<file path="src/rtl/imm_pkg.sv">
// rtl/imm_pkg.sv - shared immediate formats, widths and the format/extend decode function
package imm_pkg;
    localparam int IMM_RAW_W = 26;
    localparam int SRC_W     = 4;
    localparam int RD_W      = 5;
    localparam logic [SRC_W-1:0] SRC_LOWER_ZX = 4'b1101;

    typedef enum logic [2:0] {BF, C, G, D, UPPER} imm_fmt_e;
    typedef enum logic {PASS, HOLD} state_e;

    function automatic imm_fmt_e imm_fmt(input logic [SRC_W-1:0] src);
        if (src[1]) return UPPER;
        case (src[3:2])
            2'b00:   return BF;
            2'b01:   return C;
            2'b10:   return G;
            default: return D;
        endcase
    endfunction

    // Result is built at 64 bits; callers truncate to their XLEN. The upper
    // field position depends on xlen, the sign-extended formats do not.
    function automatic logic [63:0] imm_decode(input logic [IMM_RAW_W-1:0] raw,
                                               input logic [SRC_W-1:0] src,
                                               input int xlen);
        logic        sign;
        logic [15:0] cf;
        logic [63:0] r;
        sign = src[0] ? 1'b0 : raw[25];
        cf   = {raw[25:15], raw[10:6]};
        case (imm_fmt(src))
            BF:      r = {{48{sign}}, raw[25:10]};
            C:       r = {{48{sign}}, cf};
            G:       r = {{46{sign}}, cf, 2'b00};
            D:       r = {{43{sign}}, raw[25:5]};
            default: r = (xlen == 64) ? {cf, 48'h0} : {32'h0, cf, 16'h0};
        endcase
        return r;
    endfunction
endpackage

</file>
<file path="src/rtl/imm_out_fifo.sv">
// rtl/imm_out_fifo.sv - small result FIFO with two write ports (push0 lands before push1)
module imm_out_fifo #(
    parameter int DEPTH = 2,
    parameter int W     = 38
) (
    input  logic                         clk,
    input  logic                         rst,
    input  logic                         flush,
    input  logic                         push0,
    input  logic [W-1:0]                 data0,
    input  logic                         push1,
    input  logic [W-1:0]                 data1,
    input  logic                         pop,
    output logic [W-1:0]                 head,
    output logic [$clog2(DEPTH+1)-1:0]   count
);
    localparam int PW = (DEPTH > 1) ? $clog2(DEPTH) : 1;
    localparam int CW = $clog2(DEPTH+1);

    logic [W-1:0]  mem [DEPTH];
    logic [PW-1:0] wr_ptr, rd_ptr, wr_ptr1;

    function automatic logic [PW-1:0] nxt(input logic [PW-1:0] p);
        return (p == PW'(DEPTH-1)) ? '0 : p + 1'b1;
    endfunction

    assign wr_ptr1 = nxt(wr_ptr);
    assign head    = mem[rd_ptr];

    always_ff @(posedge clk) begin
        if (push0) mem[wr_ptr]  <= data0;
        if (push1) mem[wr_ptr1] <= data1;
    end

    always_ff @(posedge clk) begin
        if (rst || flush) begin
            wr_ptr <= '0;
            rd_ptr <= '0;
            count  <= '0;
        end else begin
            if (push1)      wr_ptr <= nxt(wr_ptr1);
            else if (push0) wr_ptr <= wr_ptr1;
            if (pop)        rd_ptr <= nxt(rd_ptr);
            count <= count + CW'(push0) + CW'(push1) - CW'(pop);
        end
    end
endmodule

</file>
<file path="src/rtl/imm_extend_pipe.sv">
// rtl/imm_extend_pipe.sv - registered immediate extender with output FIFO; IMM_FUSE_EN enables upper+lower fusion
module imm_extend_pipe
    import imm_pkg::*;
#(
    parameter int XLEN     = 32,
    parameter int DEPTH    = 2,
    parameter int HOLD_MAX = 4
) (
    input  logic                 clk,
    input  logic                 rst,
    input  logic                 flush,
    input  logic                 in_valid,
    output logic                 in_ready,
    input  logic [IMM_RAW_W-1:0] in_imm,
    input  logic [SRC_W-1:0]     in_src,
    input  logic [RD_W-1:0]      in_rd,
    output logic                 out_valid,
    input  logic                 out_ready,
    output logic [XLEN-1:0]      out_imm,
    output logic [RD_W-1:0]      out_rd,
    output logic                 out_fused
);
    localparam int EW = XLEN + RD_W + 1;
    localparam int CW = $clog2(DEPTH+1);
    localparam logic [CW-1:0] FULL = CW'(DEPTH);

    logic [CW-1:0]   count;
    logic [EW-1:0]   head, data0, data1;
    logic            push0, push1, pop, accept;
    logic [XLEN-1:0] dec;

    assign dec       = XLEN'(imm_decode(in_imm, in_src, XLEN));
    assign out_valid = (count != '0);
    assign pop       = out_valid && out_ready;
    assign accept    = in_valid && in_ready;
    // Outputs read as zero while empty so reset/flush leave a clean bus.
    assign {out_imm, out_rd, out_fused} = out_valid ? head : '0;

    imm_out_fifo #(.DEPTH(DEPTH), .W(EW)) u_fifo (
        .clk   (clk),
        .rst   (rst),
        .flush (flush),
        .push0 (push0),
        .data0 (data0),
        .push1 (push1),
        .data1 (data1),
        .pop   (pop),
        .head  (head),
        .count (count)
    );

`ifdef IMM_FUSE_EN
    localparam int TW = $clog2(HOLD_MAX+1);
    localparam logic [CW-1:0] ROOM2 = CW'(DEPTH-2);

    state_e          state, state_nxt;
    logic [XLEN-1:0] hold_imm, hold_imm_nxt;
    logic [RD_W-1:0] hold_rd, hold_rd_nxt;
    logic [TW-1:0]   timer, timer_nxt;
    logic            is_upper, is_lower;

    assign is_upper = in_src[1];
    assign is_lower = (in_src == SRC_LOWER_ZX);
    // HOLD may need two slots in one cycle, so it ignores the concurrent pop.
    assign in_ready = (state == PASS) ? (count < FULL || out_ready) : (count <= ROOM2);

    always_ff @(posedge clk) begin
        if (rst || flush) begin
            state    <= PASS;
            hold_imm <= '0;
            hold_rd  <= '0;
            timer    <= '0;
        end else begin
            state    <= state_nxt;
            hold_imm <= hold_imm_nxt;
            hold_rd  <= hold_rd_nxt;
            timer    <= timer_nxt;
        end
    end

    always_comb begin
        state_nxt    = state;
        hold_imm_nxt = hold_imm;
        hold_rd_nxt  = hold_rd;
        timer_nxt    = timer;
        push0        = 1'b0;
        push1        = 1'b0;
        data0        = {dec, in_rd, 1'b0};
        data1        = {dec, in_rd, 1'b0};
        case (state)
            PASS: begin
                if (accept && is_upper) begin
                    hold_imm_nxt = dec;
                    hold_rd_nxt  = in_rd;
                    timer_nxt    = '0;
                    state_nxt    = HOLD;
                end else if (accept) begin
                    push0 = 1'b1;
                end
            end
            default: begin
                if (accept) begin
                    timer_nxt = '0;
                    push0     = 1'b1;
                    if (is_lower && in_rd == hold_rd) begin
                        data0     = {hold_imm | dec, hold_rd, 1'b1};
                        state_nxt = PASS;
                    end else begin
                        data0 = {hold_imm, hold_rd, 1'b0};
                        if (is_upper) begin
                            hold_imm_nxt = dec;
                            hold_rd_nxt  = in_rd;
                        end else begin
                            push1     = 1'b1;
                            state_nxt = PASS;
                        end
                    end
                end else if (timer == TW'(HOLD_MAX)) begin
                    if (count < FULL || out_ready) begin
                        push0     = 1'b1;
                        data0     = {hold_imm, hold_rd, 1'b0};
                        timer_nxt = '0;
                        state_nxt = PASS;
                    end
                end else begin
                    timer_nxt = timer + 1'b1;
                end
            end
        endcase
    end
`else
    assign in_ready = (count < FULL) || out_ready;

    always_comb begin
        push0 = accept;
        push1 = 1'b0;
        data0 = {dec, in_rd, 1'b0};
        data1 = '0;
    end
`endif
endmodule

</file>
<file path="config.mk">
export PLATFORM = sky130hd
export DESIGN_NAME = imm_extend_pipe
export DESIGN_NICKNAME = d
export VERILOG_FILES = /design/src/rtl/imm_pkg.sv /design/src/rtl/imm_out_fifo.sv /design/src/rtl/imm_extend_pipe.sv
export SDC_FILE = /design/constraint.sdc
export NUM_CORES = 1
export LEC_CHECK = 0
export CORE_AREA = 2 2 115 117
export CTS_CLUSTER_SIZE = 12
export DETAILED_ROUTE_END_ITERATION = 12
export DIE_AREA = 0 0 117 119
export DONT_BUFFER_PORTS = 1
export PLACE_DENSITY = 0.46
export SLEW_MARGIN = 20
export SYNTH_ARGS = -nofsm -noshare
export SYNTH_HDL_FRONTEND = slang
export SYNTH_SLANG_ARGS = --single-unit
</file>
<file path="constraint.sdc">
create_clock -name clk -period 3.22 [get_ports clk]
set_input_delay 0.644 -clock clk [delete_from_list [all_inputs] [get_ports clk]]
set_output_delay 0.644 -clock clk [all_outputs]
set_load 0.01 [all_outputs]
</file>
==> summary.log, run 1 <==
qor: critical_path.worstPathRequired 2580 ps
qor: timing.totalNegativeSetupSlack 0 ps
qor: timing.tightest_slew 830 ps
qor: timing.max_freq 434 MHz
qor: grt.groute.usage.overall 12.6%
qor: critical_path.crit_path_max_fo 24
qor: critical_path.worstSetupPathType register to output port
qor: grt.grt_total_ovfl 0
qor: logic_synthesis.ys_seq_elements 79
qor: clock_tree.postCtsSetupBuffers 0
qor: layout.utilization 32.4%
qor: route.routed_via_density 4.60
qor: die.starting_density 28.8%
qor: die.design.die.area 13900 sq um
qor: die.die_width 117 um
qor: timing.rsz_0062_raised_after_global_routing no
qor: pwr.power-per-cell-area 602 nW/um^2
qor: status.run_status finished clean
qor: grt.via_count_of_the_first_global_routing_pass 2093
qor: flow_run.max-cap-violations 0
qor: clock_tree.tritoncts built
qor: logic_synthesis.ys_seq_area_share 62.7%
qor: clock_tree.number_of_instances_resized_during_post_cts_repair 0
qor: logic_synthesis.synth_top_cells_by_area edfxtp_1, mux2i_1, nor2_1
qor: die.floorplan.core_area 12900 sq um
qor: logic_synthesis.syn-mean-instance-area 13.1 sq um
qor: die.rows 42
qor: critical_path.critical_path.endpoint_type output port
qor: logic_synthesis.postSynthCellCount 283
qor: place.dp.cells 444
qor: layout.areaGrowthSynthToFinish 12.4%
qor: grt.grt_start_max_net_pins 38
qor: route.first_pass_iters 4
qor: timing.finalSetupViolations 0
qor: route.num_vias 2118
qor: layout.insertedDiodeCount 0
qor: grt.grt_antenna_before_repair 0
qor: timing.post-route-min-period 2310 ps
qor: place.globalplace.congestion 0.738
qor: critical_path.critical_path_arrival 1660 ps
qor: logic_synthesis.distinct_cells_synth 38
qor: route.wl_per_cell 18.2 um
qor: pwr.static-leakage-power 1.45 nW
qor: clock_tree.clk_latency 340 ps
qor: clock_tree.cts_max_level 3
qor: layout.final_nets 321
qor: logic_synthesis.yosys.area.top_type_share 60.0%
qor: layout.final_cell_mix edfxtp_1, nor2_1, mux2i_1
qor: layout.layout-drive-gt1-share 9.15%
qor: route.post_drt_antenna_nets 0
qor: clock_tree.cts_buffer_depth 2
qor: timing.fin_crit_sh 71.6%
qor: logic_synthesis.netlist_area 3710 sq um
qor: route.detail_route.wirelength 8.37 mm
qor: clock_tree.cts_num_sinks 79
qor: clock_tree.clk_transition_reported_paths 60 ps
qor: timing.slew_headroom 44.4%
qor: die.io_pins 80
qor: critical_path.setup.worst_path.start_class register
qor: timing.hold_viol_final 0
qor: clock_tree.root_buffer_cell clkbuf_16
qor: min_path.timing.hold.worst.class primary input to register
qor: clock_tree.hold_buffers 0
qor: clock_tree.numCtsBuffers 9
qor: grt.first_pass_grt_wire_length 12.5 mm
qor: timing.final_max_slew_viol_count 0
qor: pwr.power.ir.vdd_worst 0.000257 V
qor: logic_synthesis.synth_top_area_cell edfxtp_1
qor: logic_synthesis.yosys_warnings 0
qor: route.drt_iter0_markers 86
qor: place.buffer_ports.inserted 0
qor: logic_synthesis.synthesized_netlist_net_count 325
qor: route.remaining_drc_errors 0
qor: timing.fin_hold_ws 399 ps
qor: timing.worst_clock_skew 6.51 ps
qor: die.die_h 119 um
qor: place.hpwlAfterDp 5.61 mm
qor: layout.finish.cell_count_without_fillers 460
qor: layout.layout.cells.most_common edfxtp_1
[final cells by class]
class | count | area (sq um)
Fill cell | 1284 | 8710
Sequential cell | 79 | 2320
Multi-Input combinational cell | 179 | 1230
Clock buffer | 12 | 256
Tap cell | 176 | 220
Clock inverter | 4 | 68.8
Timing Repair Buffer | 5 | 50.0
Inverter | 5 | 18.8
[cell families (layout without fill, tap and decap cells)]
kind of cell    count (synthesis)  count (layout)  synth area share (%)
mux                            51              51                  13.8
compound gates                 43              43                  7.87
simple gates                   80              80                  9.79
fa+ha+maj                       2               2                 0.675
flops                          79              79                  62.7
other cells                     1               1                 0.101
xor+xnor                        2               2                 0.473
buf+inv                        25              26                  4.66
[critical path, stage by stage (launching register included)]
cell     delay, ps
dfxtp_1        360
nor2_4         500
buf_4          330
nor2_1         120
[synthesized netlist by cell type]
cell type  count
and2b_1        1
nor3_1         1
edfxtp_1      74
nor3b_1        1
inv_1          5
ha_1           2
or2_2          1
nor2b_1        2
and2_1         3
or2_1          1
mux2i_1       51
dfxtp_1        5
xor2_1         2
a21bo_2        1
nor2_1        53
clkbuf_2       1
buf_2          7
buf_12         1
or2b_1         2
nor3b_2        1
and3_1         1
a211oi_1      14
conb_1         1
nand2_1        9
a22oi_1        2
o22ai_1        3
buf_6          5
a21oi_1        3
buf_1          1
o21ai_0        9
nand4b_1       1
a21boi_0       1
nand2b_1       1
nor4b_1        1
buf_4          4
a21o_1        10
and3b_1        1
clkbuf_1       1
[layer usage]
| layer | track usage (%) | share of wire, % | vias to the layer above |
|---|---|---|---|
| met4 | 6.62 | 2.4 | 0 |
| met1 | 15.7 | 44 | 1022 |
| met3 | 4.12 | 6.0 | 12 |
| met2 | 19.4 | 47 | 57 |
| li1 | - | - | 1027 |
| met5 | 0 | 0 | - |
[state kept, by name, summed over array words and instances (netlist names), named ones only]
signal / cells
u_fifo.mem: 74
u_fifo.count: 2
u_fifo.rd_ptr: 1
u_fifo.wr_ptr: 1
[per-stage QoR]
stage               setup WS [ps]  area (sq um)  power (mW)
floorplan                    93.6          3710        1.41
global placement             1080          3840        1.44
detailed placement           1060          3840        1.45
CTS                           812          4170        2.55
global route                  760          4170        2.62
finish                        913          4170        2.51
[worst paths after layout]
| check | start | to | slack (ps) | cells after the start |
|---|---|---|---|---|
| max | u_fifo.count[1] | out_imm[7] | 910 | 3 |
| min | in_rd[1] | u_fifo.mem[0][1] | 400 | 0 |
| max reg2reg | u_fifo.count[1] | u_fifo.mem[1][31] | 1410 | 3 |
| min reg2reg | u_fifo.rd_ptr | u_fifo.rd_ptr | 510 | 2 |
[power breakdown]
| group | switching [mW] | internal, mW | leakage (nW) |
|---|---|---|---|
| Sequential | 0.0155 | 1.19 | 0.747 |
| Combinational | 0.136 | 0.0748 | 0.540 |
| Clock | 0.373 | 0.716 | 0.160 |
| Total | 0.524 | 1.98 | 1.45 |
Note: power is estimated with default switching activity, not from simulation.
==> inputs of run 2 (changes only) <==
--- a/config.mk
+++ b/config.mk
@@ -10,7 +10,7 @@
 export DETAILED_ROUTE_END_ITERATION = 12
 export DIE_AREA = 0 0 117 119
 export DONT_BUFFER_PORTS = 1
-export PLACE_DENSITY = 0.46
+export PLACE_DENSITY = 0.47
 export SLEW_MARGIN = 20
 export SYNTH_ARGS = -nofsm -noshare
 export SYNTH_HDL_FRONTEND = slang
==> constraint.sdc (replaced) <==
create_clock -name clk -period 1.87 [get_ports clk]
set_input_delay 0.374 -clock clk [delete_from_list [all_inputs] [get_ports clk]]
set_output_delay 0.374 -clock clk [all_outputs]
set_load 0.01 [all_outputs]
==> run 2 against run 1 <==
Net effect:
- critical path depth did not move
- sequential cell count did not move
- worst setup slack got worse by 770 ps
- global-route usage fell by 0.29 points
- critical path type unchanged
==> summary.log, run 2 (synthesized netlist as in run 1, its figures left out) <==
qor: route.met3_length 659 um [+32%]
qor: pwr.netSwitchingFraction 21.5% [+0.58 points]
qor: layout.num-fill-cells 1269 [-1.2%]
qor: pwr.clockPowerShare 42.7% [-0.7 points]
qor: layout.registers.top_by_ff_count u_fifo.mem
qor: timing.fin_crit_sh 92.6%
qor: die.floorplan.core_area 12900 sq um [unchanged]
qor: grt.grt_total_ovfl 0 [unchanged]
qor: critical_path.crit_path_max_fo 20 [-17%]
qor: timing.rsz_0062_raised_after_global_routing no
qor: clock_tree.tritoncts built
qor: route.routed_via_density 4.66 [+1.1%]
qor: timing.worst_clock_skew 3.11 ps [-3.39 ps]
qor: pwr.pwr-share-seq 48.4% [+0.2 points]
qor: clock_tree.cts_max_level 3 [unchanged]
qor: route.remaining_drc_errors 0 [unchanged]
qor: grt.via_count_of_the_first_global_routing_pass 2131 [+1.8%]
qor: clock_tree.root_buffer_cell clkbuf_16
qor: pwr.power.ir.vdd_worst 0.000353 V [+37%]
qor: critical_path.setup.worst_path.start_class register
qor: timing.totalNegativeSetupSlack 0 ps [unchanged]
qor: route.topRoutingLayerUsed met4
qor: die.die_width 117 um [unchanged]
qor: place.globalplace.congestion 0.782 [+6.0%]
qor: min_path.timing.hold.worst.class primary input to register
qor: clock_tree.postCtsSetupBuffers 0 [unchanged]
qor: critical_path.worst_path_largest_cell_delay 440 ps [-60 ps]
qor: die.starting_density 28.8% [unchanged]
qor: grt.grt_start_max_net_pins 39 [+2.6%]
qor: clock_tree.hold_buffers 0 [unchanged]
qor: route.first_pass_iters 4 [unchanged]
qor: layout.insertedDiodeCount 0 [unchanged]
qor: critical_path.critical_path_arrival 1360 ps [-300 ps]
qor: die.rows 42 [unchanged]
qor: layout.layout.cells.most_common edfxtp_1
qor: clock_tree.clk_latency 330 ps [about the same]
qor: critical_path.worstPathRequired 1500 ps [-1080 ps]
qor: layout.largest_reg_flops 74 [unchanged]
qor: layout.final_nets 323 [+0.62%]
qor: route.num_vias 2151 [+1.6%]
qor: critical_path.worstSetupPathType register to output port
qor: flow_run.max-cap-violations 0 [unchanged]
qor: route.wl_per_cell 17.7 um [-2.5%]
qor: critical_path.cpMaxStageDelayCell dfxtp_4
qor: place.dp.cells 446 [+0.45%]
qor: layout.final_cell_mix edfxtp_1, nor2_1, mux2i_1
qor: timing.finalSetupViolations 0 [unchanged]
qor: pwr.static-leakage-power 1.47 nW [+1.4%]
qor: route.post_drt_antenna_nets 0 [unchanged]
qor: critical_path.worstReg2RegStart u_fifo.count[1]
qor: place.hpwlAfterDp 5.63 mm [+0.43%]
qor: place.buffer_ports.inserted 0 [unchanged]
qor: critical_path.critical_path.endpoint_type output port
qor: min_path.timing.hold.worst.start in_rd[0]
qor: timing.hold_viol_final 0 [unchanged]
qor: layout.biggestRegsByFlops u_fifo.mem: 74 flops, u_fifo.count: 2 flops
qor: clock_tree.cts_buffer_depth 2 [unchanged]
qor: pwr.power-per-cell-area 1010 nW/um^2 [+68%]
qor: status.run_status finished clean
qor: grt.grt_antenna_before_repair 0 [unchanged]
qor: die.io_pins 80 [unchanged]
qor: layout.layout-drive-gt1-share 9.79% [+0.64 points]
qor: clock_tree.cts_num_sinks 79 [unchanged]
qor: grt.groute.usage.overall 12.4% [-0.29 points]
qor: route.wl_met2 3.95 mm [-0.73%]
qor: layout.areaGrowthSynthToFinish 14.2%
qor: grt.first_pass_grt_wire_length 12.4 mm [-0.77%]
qor: layout.finish.cell_count_without_fillers 462 [+0.43%]
qor: timing.final_max_slew_viol_count 0 [unchanged]
qor: timing.max_freq 578 MHz
qor: die.design.die.area 13900 sq um [unchanged]
qor: pwr.power.switching 0.922 mW [+76%]
qor: pwr.pwr-share-comb 8.9% [+0.5 points]
qor: clock_tree.numCtsBuffers 9 [unchanged]
qor: critical_path.cp_cell_sequence buf_12 > mux2i_1 > nor2_1
qor: clock_tree.clk_transition_reported_paths 60 ps [about the same]
qor: pwr.internal-power 3.37 mW [+70%]
qor: route.met1Wirelength 3.48 mm [-5.7%]
qor: die.die_h 119 um [unchanged]
qor: route.drt_iter0_markers 118 [+37%]
qor: timing.post-route-min-period 1730 ps
qor: route.detail_route.wirelength 8.19 mm [-2.1%]
run 2: final cells by class:
| cell class | count | area, sq um | area share (%) |
|---|---|---|---|
| Clock buffer | 11 | 233 | 5.50 |
| Clock inverter | 5 | 81.3 | 1.92 |
| Inverter | 5 | 18.8 | 0.443 |
| Multi-Input combinational cell | 179 | 1230 | 29.0 |
| Sequential cell | 79 | 2330 | 54.9 |
| Tap cell | 176 | 220 | 5.20 |
| Timing Repair Buffer | 7 | 128 | 3.01 |
run 2: power by group through the flow:
stage               Sequential (mW)  Clock, mW  Combinational (mW)
floorplan                      2.11          0               0.328
global placement               2.11          0               0.392
detailed placement             2.12          0               0.396
CTS                            2.08       1.89               0.397
global route                   2.09       1.97               0.432
finish                         2.08       1.83               0.383
run 2: repair_timing:
action,CTS,global route
pin swaps,0,0
setup endpoints to repair,2,1
gates resized for setup,1,1
run 2: path summary, 6_finish.rpt:
path                            to  slack, ps  cells past startpoint
setup reg to reg   u_fifo.count[1]        240                      8
setup / recovery       out_imm[15]        140                      3
hold / removal    u_fifo.mem[0][0]        130                      0
hold reg to reg      u_fifo.rd_ptr        500                      2
run 2: metrics by stage:
step                      setup WS, ps  power (mW)  hold slack (ps)  cell area, sq um  utilization [%]
after detailed placement           152        2.51              473              3920             30.4
after floorplan                    117        2.43              472              3710                -
final                              139        4.29              135              4230             32.9
after global routing              26.0        4.49              111              4230             32.9
after CTS                         64.7        4.36              120              4230             32.9
after global placement             219        2.51              473              3920             30.4
run 2: critical path: cells and delay by family (launching register included):
| family | cells | cell delay, ps |
|---|---|---|
| and+or+nand+nor | 1 | 110 |
| muxes | 1 | 250 |
| buffers and inverters | 1 | 210 |
| DFF | 1 | 440 |
run 2: metal layers:
layer | vias up | GRT usage [%]
li1 | 1032 | -
met1 | 1051 | 15.5
met2 | 62 | 19.3
met3 | 6 | 4.58
met4 | 0 | 4.63
met5 | - | 0
==> inputs of run 3 (changes only) <==
==> constraint.sdc (replaced) <==
create_clock -name clk -period 1.57 [get_ports clk]
set_input_delay 0.314 -clock clk [delete_from_list [all_inputs] [get_ports clk]]
set_output_delay 0.314 -clock clk [all_outputs]
set_load 0.01 [all_outputs]
==> run 3 against run 2 <==
Net effect:
- the flow now finishes with violations (setup timing)
- clock power increased by 9%
- die area unchanged
- register-to-register slack got worse by 200 ps
- first-iteration DRC count decreased by 43%
- routed wire length increased by 6.8%
- critical path depth increased by 1
- worst setup slack got worse by 190 ps
- worst hold slack got worse by 60 ps
- largest cell class unchanged
==> summary.log, run 3 (synthesized netlist as in run 1, its figures left out) <==
qor: status.run_status complete, but fails checks
qor: status.failed_checks setup timing
qor: critical_path.critical_path.startpoint u_fifo.count[0]
qor: critical_path.worstSetupPathType register to output port
qor: min_path.timing.hold.worst.start in_rd[2]
qor: critical_path.critical_path.endpoint_type output port
qor: route.wl_per_cell 18.7 um [+5.5%]
qor: place.dpl_cell_area 3940 sq um [+0.51%]
qor: layout.biggestRegsByFlops u_fifo.mem: 74 flops, u_fifo.count: 2 flops
qor: die.starting_density 28.8% [unchanged]
qor: timing.final_max_slew_viol_count 0 [unchanged]
qor: critical_path.crit_path_max_fo 9 [-55%]
qor: clock_tree.tritoncts built
qor: die.die_h 119 um [unchanged]
qor: place.hpwlAfterDp 5.59 mm [-0.81%]
qor: clock_tree.clk_latency 330 ps [about the same]
qor: layout.finish.cell_count_without_fillers 468 [+1.3%]
qor: timing.finalSetupViolations 38 [+38]
qor: route.drt_iter0_markers 67 [-43%]
qor: timing.hold_viol_final 0 [unchanged]
qor: timing.totalNegativeSetupSlack -1060 ps [-1060 ps]
qor: critical_path.worstReg2RegStart u_fifo.count[1]
qor: layout.largest_reg_flops 74 [unchanged]
qor: place.globalplace.congestion 0.752 [-3.7%]
qor: clock_tree.clk_transition_reported_paths 60 ps [about the same]
qor: timing.max_freq 616 MHz
qor: layout.area_of_the_multi_input_gates 1320 sq um [+7.8%]
qor: pwr.static-leakage-power 1.52 nW [+3.4%]
qor: layout.layout-drive-gt1-share 21.6% [+12 points]
qor: timing.worst_clock_skew 6.95 ps [+3.84 ps]
qor: layout.utilization 34.0% [+1.2 points]
qor: clock_tree.hold_buffers 0 [unchanged]
qor: grt.first_pass_grt_wire_length 12.6 mm [+1.4%]
qor: layout.post_route_cell_area 4380 sq um [+3.5%]
qor: place.buffer_ports.inserted 0 [unchanged]
qor: clock_tree.cts_max_level 3 [unchanged]
qor: pwr.power.ir.vdd_worst 0.000589 V [+67%]
qor: die.floorplan.core_area 12900 sq um [unchanged]
qor: critical_path.setup.worst_path.start_class register
qor: clock_tree.numCtsBuffers 9 [unchanged]
qor: layout.registers.top_by_ff_count u_fifo.mem
qor: layout.final_cell_mix edfxtp_1, mux2i_1, nor2_1
qor: place.dp.cells 449 [+0.67%]
qor: layout.layout.cells.most_common edfxtp_1
qor: clock_tree.cts_buffer_depth 2 [unchanged]
qor: grt.grt_total_ovfl 0 [unchanged]
qor: grt.grt_start_max_net_pins 39 [unchanged]
qor: layout.insertedDiodeCount 0 [unchanged]
qor: route.post_drt_antenna_nets 0 [unchanged]
qor: clock_tree.root_buffer_cell clkbuf_16
qor: timing.tightest_slew 732 ps
qor: grt.grt_antenna_before_repair 0 [unchanged]
qor: die.design.die.area 13900 sq um [unchanged]
qor: min_path.timing.hold.worst.class primary input to register
qor: grt.groute.usage.overall 12.6% [+0.27 points]
qor: layout.ff_latch_area 2330 sq um [+0.11%]
qor: die.io_pins 80 [unchanged]
qor: flow_run.max-cap-violations 0 [unchanged]
qor: timing.slew_headroom 51.0%
qor: critical_path.critical_path_arrival 1310 ps [-50 ps]
qor: timing.post-route-min-period 1620 ps
qor: clock_tree.cts_num_sinks 79 [unchanged]
qor: timing.post-route-worst-setup-slack -52.3 ps [-191 ps]
qor: timing.fin_crit_sh 103%
qor: route.routed_via_density 4.67 [+0.28%]
qor: layout.num-fill-cells 1252 [-1.3%]
qor: route.detail_route.wirelength 8.76 mm [+6.8%]
qor: route.num_vias 2185 [+1.6%]
qor: critical_path.worstPathRequired 1260 ps [-240 ps]
qor: timing.rsz_0062_raised_after_global_routing yes
qor: layout.areaGrowthSynthToFinish 18.3%
qor: layout.final_nets 329 [+1.9%]
qor: grt.via_count_of_the_first_global_routing_pass 2153 [+1.0%]
qor: die.rows 42 [unchanged]
qor: route.remaining_drc_errors 0 [unchanged]
qor: pwr.power-per-cell-area 1150 nW/um^2 [+13%]
qor: die.die_width 117 um [unchanged]
qor: route.first_pass_iters 4 [unchanged]
==> run 3: final cells by class <==
type	count	area share (%)
clock buffer	12	5.40
clock inverter	4	1.06
inverter	5	0.428
multi-input combinational	179	30.2
sequential	79	53.1
tap	176	5.02
timing repair buffer	13	4.77
==> run 3: worst paths after layout <==
kind | end | slack (ps) | cells past startpoint
worst max-delay path | out_imm[22] | -50 | 4
worst min-delay path | u_fifo.mem[1][2] | 70 | 0
worst max register to register | u_fifo.count[1] | 40 | 8
worst min register to register | register | 510 | 2
==> run 3: report_power, final <==
group	switching, mW	internal, mW	total (mW)
clock	0.773	1.22	2.00
combinational	0.325	0.228	0.553
sequential	0.0338	2.44	2.48
total	1.13	3.90	5.03
==> run 3: worst max-delay path: stages, from the launching register on <==
cell and delay [ps]:
dfxtp_2 310, buf_4 130, nor2_4 200, buf_6 230
nor2_2 90
==> run 3: metrics by stage <==
stage                     power, mW  hold slack, ps  worst slack [ps]
final                          5.03            74.4             -52.3
after global routing           5.26            54.1              -110
after CTS                      5.05            63.8             -55.7
after detailed placement       3.00             413             -33.1
after global placement         2.99             413              39.6
after floorplan                2.90             413             -23.4
==> run 3: repair_timing <==
action | CTS | global route
setup buffers | 0 | 0
cloned | 1 | 2
setup endpoints to repair | 39 | 39
resized for setup | 23 | 12
pin swaps | 0 | 0
==> run 3: metal layers <==
layer	part of all wire, %	global-route usage (%)
met1	42	15.5
met2	48	19.6
met3	7.5	4.63
met4	1.8	5.96
met5	0	0
